--- src/rtl/if_fetch_unit_if.sv ---
// Instruction-memory request/response bus between the fetch unit (master)
// and instruction memory (slave).
interface if_fetch_unit_if #(
  parameter int XLEN = 32
) ();
  logic            req;
  logic [XLEN-1:0] addr;
  logic            gnt;
  logic            rvalid;
  logic [XLEN-1:0] rdata;

  modport master (output req, addr, input gnt, rvalid, rdata);
  modport slave  (input req, addr, output gnt, rvalid, rdata);
endinterface

--- src/rtl/if_fetch_unit.sv ---
// Fetch stage: owns the fetch PC, keeps at most one imem request in flight and
// buffers responses in a 2-entry FIFO that feeds IF/ID; EXE redirects flush it.
module if_fetch_unit #(
  parameter int              XLEN      = 32,
  parameter logic [XLEN-1:0] RESET_PC  = '0,
  parameter logic [XLEN-1:0] NOP_INSTR = XLEN'(32'h0000_0013)
) (
  input  logic            clk,
  input  logic            rst_n,
  input  logic            if_stall,
  input  logic            exe_redirect,
  input  logic [XLEN-1:0] exe_redirect_pc,
  if_fetch_unit_if.master imem,
  output logic            if_id_valid,
  output logic [XLEN-1:0] if_id_pc,
  output logic [XLEN-1:0] if_id_instr
);

  typedef struct packed {
    logic [XLEN-1:0] pc;
    logic [XLEN-1:0] instr;
  } entry_t;

  entry_t [1:0]    fifo_q, fifo_d;
  logic [1:0]      cnt_q, cnt_d;
  logic [XLEN-1:0] fetch_pc_q, fetch_pc_d;
  logic [XLEN-1:0] req_pc_q, req_pc_d;
  logic            outst_q, outst_d;
  logic            kill_q, kill_d;

  logic            pop, push, req, grant;
  logic [2:0]      occ;
  logic [1:0]      wsel;
  logic            unused_pc_lsbs;

  assign unused_pc_lsbs = ^exe_redirect_pc[1:0];

  assign if_id_valid = (cnt_q != 2'd0);
  assign if_id_pc    = if_id_valid ? fifo_q[0].pc    : '0;
  assign if_id_instr = if_id_valid ? fifo_q[0].instr : NOP_INSTR;

  assign pop = if_id_valid && !if_stall;
  // Slots committed after this edge: buffered + in flight - leaving now.
  assign occ = 3'(cnt_q) + 3'(outst_q) - 3'(pop);
  assign req = rst_n && !exe_redirect && !kill_q &&
               (!outst_q || imem.rvalid) && (occ < 3'd2);
  assign grant = req && imem.gnt;
  assign push  = imem.rvalid && !kill_q;
  assign wsel  = cnt_q - 2'(pop);

  assign imem.req  = req;
  assign imem.addr = fetch_pc_q;

  always_comb begin
    fifo_d     = fifo_q;
    cnt_d      = cnt_q;
    fetch_pc_d = fetch_pc_q;
    req_pc_d   = req_pc_q;
    outst_d    = outst_q;
    kill_d     = kill_q;
    if (exe_redirect) begin
      cnt_d      = 2'd0;
      fetch_pc_d = {exe_redirect_pc[XLEN-1:2], 2'b00};
      // A response landing this cycle retires the in-flight request; otherwise
      // it is still coming and must be dropped when it arrives.
      outst_d    = outst_q && !imem.rvalid;
      kill_d     = outst_q && !imem.rvalid;
    end else begin
      if (imem.rvalid) begin
        outst_d = 1'b0;
        kill_d  = 1'b0;
      end
      if (grant) begin
        fetch_pc_d = fetch_pc_q + XLEN'(4);
        req_pc_d   = fetch_pc_q;
        outst_d    = 1'b1;
      end
      if (pop) fifo_d[0] = fifo_q[1];
      if (push) fifo_d[wsel[0]] = '{pc: req_pc_q, instr: imem.rdata};
      cnt_d = cnt_q + 2'(push) - 2'(pop);
    end
  end

  always_ff @(posedge clk) begin
    if (!rst_n) begin
      fifo_q     <= '0;
      cnt_q      <= 2'd0;
      fetch_pc_q <= RESET_PC;
      req_pc_q   <= RESET_PC;
      outst_q    <= 1'b0;
      kill_q     <= 1'b0;
    end else begin
      fifo_q     <= fifo_d;
      cnt_q      <= cnt_d;
      fetch_pc_q <= fetch_pc_d;
      req_pc_q   <= req_pc_d;
      outst_q    <= outst_d;
      kill_q     <= kill_d;
    end
  end

endmodule

--- src/flat_wrapper.sv ---
// flat-port wrapper written by rule: the top's interface ports become plain ports
module if_fetch_unit_flat 
#(
  parameter int              XLEN      = 32,
  parameter logic [XLEN-1:0] RESET_PC  = '0,
  parameter logic [XLEN-1:0] NOP_INSTR = XLEN'(32'h0000_0013)
)
  (clk, rst_n, if_stall, exe_redirect, exe_redirect_pc, if_id_valid, if_id_pc, if_id_instr, imem_req, imem_addr, imem_gnt, imem_rvalid, imem_rdata);
  if_fetch_unit_if #(.XLEN(XLEN)) imem_i ();
  input  logic clk;
  input  logic rst_n;
  input  logic if_stall;
  input  logic exe_redirect;
  input  logic [XLEN-1:0] exe_redirect_pc;
  output logic if_id_valid;
  output logic [XLEN-1:0] if_id_pc;
  output logic [XLEN-1:0] if_id_instr;
  output wire logic [$bits(imem_i.req)-1:0] imem_req;
  output wire logic [$bits(imem_i.addr)-1:0] imem_addr;
  input wire logic [$bits(imem_i.gnt)-1:0] imem_gnt;
  input wire logic [$bits(imem_i.rvalid)-1:0] imem_rvalid;
  input wire logic [$bits(imem_i.rdata)-1:0] imem_rdata;
  assign imem_req = imem_i.req;
  assign imem_addr = imem_i.addr;
  assign imem_i.gnt = imem_gnt;
  assign imem_i.rvalid = imem_rvalid;
  assign imem_i.rdata = imem_rdata;
  if_fetch_unit #(.XLEN(XLEN), .RESET_PC(RESET_PC), .NOP_INSTR(NOP_INSTR)) u_core (.clk(clk), .rst_n(rst_n), .if_stall(if_stall), .exe_redirect(exe_redirect), .exe_redirect_pc(exe_redirect_pc), .imem(imem_i), .if_id_valid(if_id_valid), .if_id_pc(if_id_pc), .if_id_instr(if_id_instr));
endmodule
--- config.mk ---
export PLATFORM = sky130hd
export DESIGN_NAME = if_fetch_unit_flat
export DESIGN_NICKNAME = d
export VERILOG_FILES = /design/src/rtl/if_fetch_unit_if.sv /design/src/rtl/if_fetch_unit.sv /design/src/flat_wrapper.sv
export SDC_FILE = /design/constraint.sdc
export NUM_CORES = 1
export LEC_CHECK = 0
export ABC_AREA = 1
export CORE_MARGIN = 2
export CORE_UTILIZATION = 45
export DETAILED_ROUTE_END_ITERATION = 10
export GPL_TIMING_DRIVEN = 0
export PLACE_DENSITY_LB_ADDON = 0.15
export SLEW_MARGIN = 5
export SYNTH_ARGS = -nofsm -noshare
export SYNTH_HDL_FRONTEND = slang
export SYNTH_SLANG_ARGS = --single-unit
--- constraint.sdc ---
create_clock -name clk -period 2.8 [get_ports clk]
set_input_delay 0.28 -clock clk [delete_from_list [all_inputs] [get_ports clk]]
set_output_delay 0.28 -clock clk [all_outputs]
set_load 0.005 [all_outputs]
==> summary.txt <==
Drt
  – DRC Markers: 0
  – Vias: around 9000
  – Post-DRT Antenna Nets: 0
  – WL final: between 20 and 30 mm
  – First-iteration detailed-routing DRC count: roughly 580
  – WL/cell: between 10 and 15 µm
  – Vias per inst: 4.85
  – Drt pass-1 iters: 7

Yosys
  – Cell area after synthesis: 0.00908 mm²
  – Syn. warnings: 0
  – Area contributors post-synth: dfxtp_1 (42%), nor2_1 (11%), nand2_1 (10%)
  – Share of the synthesized area in the top cell type: 41.9%
  – Cells after Synth: 1400
  – Number of synthesized flops with an enable pin: 0
  – Asr flop ratio synth: 0%
  – Number of library cell types mapped by synthesis: 34
  – Seq/Total Area, Yosys: 41.9%
  – Post-synth top area cell: dfxtp_1
  – Top post-synthesis cells by count: nor2_1 (257), nand2_1 (248), inv_1 (191), dfxtp_1 (190), o21ai_0 (148)
  – Ys flop type: dfxtp_1
  – Most frequent cell after synthesis: nor2_1
  – Avg Inst Size Synth: ~6.5 µm²
  – Synth Register Bits: 190

Power
  – Sequential power share: a little under half
  – Clk pwr share: between 30% and 40%
  – Power per cell area: roughly 540 mW/mm²
  – Peak VDD IR: about 540 µV
  – P_leak: about 0.0045 µW
  – P_int: around 4500 µW
  – Net Switching: approximately 1700 µW
  – Final Power: between 6000 and 7000 µW
  – Comb pwr share: 15.2%
  – Switching share of power: 27.5%

Timing
  – Min Tclk post-route: 2.58 ns
  – Clock Skew: between 0.006 and 0.007 ns
  – Worst-Margin Slew: 0.653 ns
  – Final Cycle Share: approximately 90%
  – Final Hold Viols: 0
  – Final number of setup-violating endpoints: 0
  – Fmax: 0.388 GHz
  – RSZ-0062 raised after global routing: no
  – Slew headroom: 56.4%
  – Max Slew Vio Count: 0
  – Hold Slack: approximately 0.28 ns

Clock tree
  – Clock transition at path regs: approximately 0.07 ns
  – TritonCTS clock tree: yes
  – H-Tree Depth: 4
  – Clock Tree Buf Depth: 2
  – Root Driver: clkbuf_16
  – Sink Count: between 150 and 200
  – Hold_buf cts: 0
  – Worst-Skew Late Latency: 0.43 ns
  – CTS buffer count: 17

Outcome
  – Outcome: finished clean

Floorplanning
  – Core area: between 0.015 and 0.02 mm²
  – Io pins: about 170
  – Width of the die: roughly 150 µm
  – Initial Utilization: 46.2%
  – Row cnt: just over 50
  – Die Height: between 100 and 150 µm
  – Die ar.: approximately 0.021 mm²

Finish
  – Number of nets at the end of the flow: roughly 1700
  – Number of diodes: 0
  – Layout area overhead: 28.1%
  – Final Instance Area: 0.0116 mm²
  – Share of post-route cells with drive strength above 1: ~5.3%

Critical path
  – Worst-path fanout max: 4
  – Crit. End Element: output pin
  – Worst EP required: approximately 2.5 ns
  – CP Launch Type: flop
  – Critical path arrival: roughly 2.3 ns
  – Worst setup path class: reg -> out

Global routing
  – First-pass GRT wire length: slightly above 40 mm
  – Initial antenna violation count: 0
  – GR Overflow Total: 0
  – Tot GR Track Use: a little under a quarter
  – Vias in the first global route: 8202
  – Largest net degree at the start of global routing: 18

Placed design
  – Port Buffers: roughly 160
  – Placed instance area: ~0.011 mm²
  – GPL Wtd Cong: 0.982
  – Dpl hpwl: ~19 mm

Min path
  – Worst min path class: in -> reg

Flow run
  – Max Cap Violations: 0
==> layout by cell type (no fill, tap or decap), drive strengths merged, types with 3 or more instances in the layout <==
cell / netlist / routed
a21oi: 111 / 111
inv: 194 / 199
or2: 3 / 3
dfxtp: 190 / 190
nand2: 251 / 251
nand3: 57 / 57
ha: 3 / 3
clkinv: 1 / 6
clkdlybuf4s50: 0 / 161
buf: 43 / 44
xor2: 4 / 4
clkbuf: 42 / 61
nor2: 260 / 260
o21ai: 228 / 228
nor3: 4 / 4
==> repair_timing <==
action	4_1_cts	5_1_grt
resized for setup	6	1
setup endpoints to repair	3	3
buffers inserted	1	0
pin swaps	2	0
==> power groups by stage <==
stage	Sequential [µW]	Clock (µW)	Combinational (µW)
floorplan	3000	0	567
global placement	3030	0	934
detailed placement	3030	0	942
CTS	2970	2390	951
global route	2990	2480	1080
finish	2970	2350	950
==> flip-flops by register name, indices dropped and copies added (netlist names) <==
register and flops:
u_core.cnt_q 2, u_core.fifo_q 126, u_core.imem.addr 30, u_core.kill_q 1
u_core.outst_q 1, u_core.req_pc_q 30
==> critical path, stage by stage, from the launching register on <==
cell and delay [ns]:
dfxtp_4 0.38, nor2_2 0.06, nor2_2 0.17, nand2_4 0.08
nand2_4 0.10, nand2_1 0.07, fa_1 0.52, nand3_1 0.11
nor2_2 0.14, dlygate4sd2_1 0.25
==> area by class of cell <==
cell class                      count  area (µm²)
Inverter                          195         734
Fill cell                        1997        8020
Tap cell                          265         332
Clock buffer                       19         443
Timing Repair Buffer              163        1630
Buffer                             85         419
Clock inverter                     13         129
Sequential cell                   190        3810
Multi-Input combinational cell    931        4140
==> layer usage <==
layer  GRT usage [%]  share of wire (%)  up-vias
met3            3.22                4.8       27
met2            39.2                 46      275
li1                -                  -     4749
met5               0                  0        -
met1            32.0                 47     3977
met4            8.01                2.0        0
==> cell families (layout without fill, tap and decap cells) <==
kind of cell / count (synthesis) / in the layout / share of synthesized area [%]
and+or+nand+nor: 577 / 577 / 25.3
AOI/OAI and AO/OA: 342 / 342 / 18.9
buffers and inverters: 280 / 475 / 12.7
DFF: 190 / 190 / 41.9
xor gates and xnor gates: 6 / 6 / 0.579
adders and majority gates: 4 / 4 / 0.634
other: 1 / 2 / 0.0413
==> final timing paths <==
check                    start                    to  slack, ns  depth (start not counted)
min reg2reg  u_core.fifo_q[95]     u_core.fifo_q[95]       0.45                          2
max            u_core.cnt_q[1]              imem_req       0.22                          9
max reg2reg    u_core.cnt_q[1]  u_core.imem.addr[18]       0.23                         13
min               exe_redirect   u_core.imem.addr[5]       0.28                          4
==> per-stage QoR <==
step                      utilization [%]  worst slack [ns]  TNS, ns  instances
after floorplan                         -             0.636        0       1401
after global placement               56.2            -0.122    -4.13       1828
after detailed placement             56.2            -0.156    -5.82       1828
after CTS                            59.2             0.215        0       1861
after global routing                 59.2            0.0594        0       1861
final                                59.2             0.221        0       1861
Power figures use the tool's default switching activity.
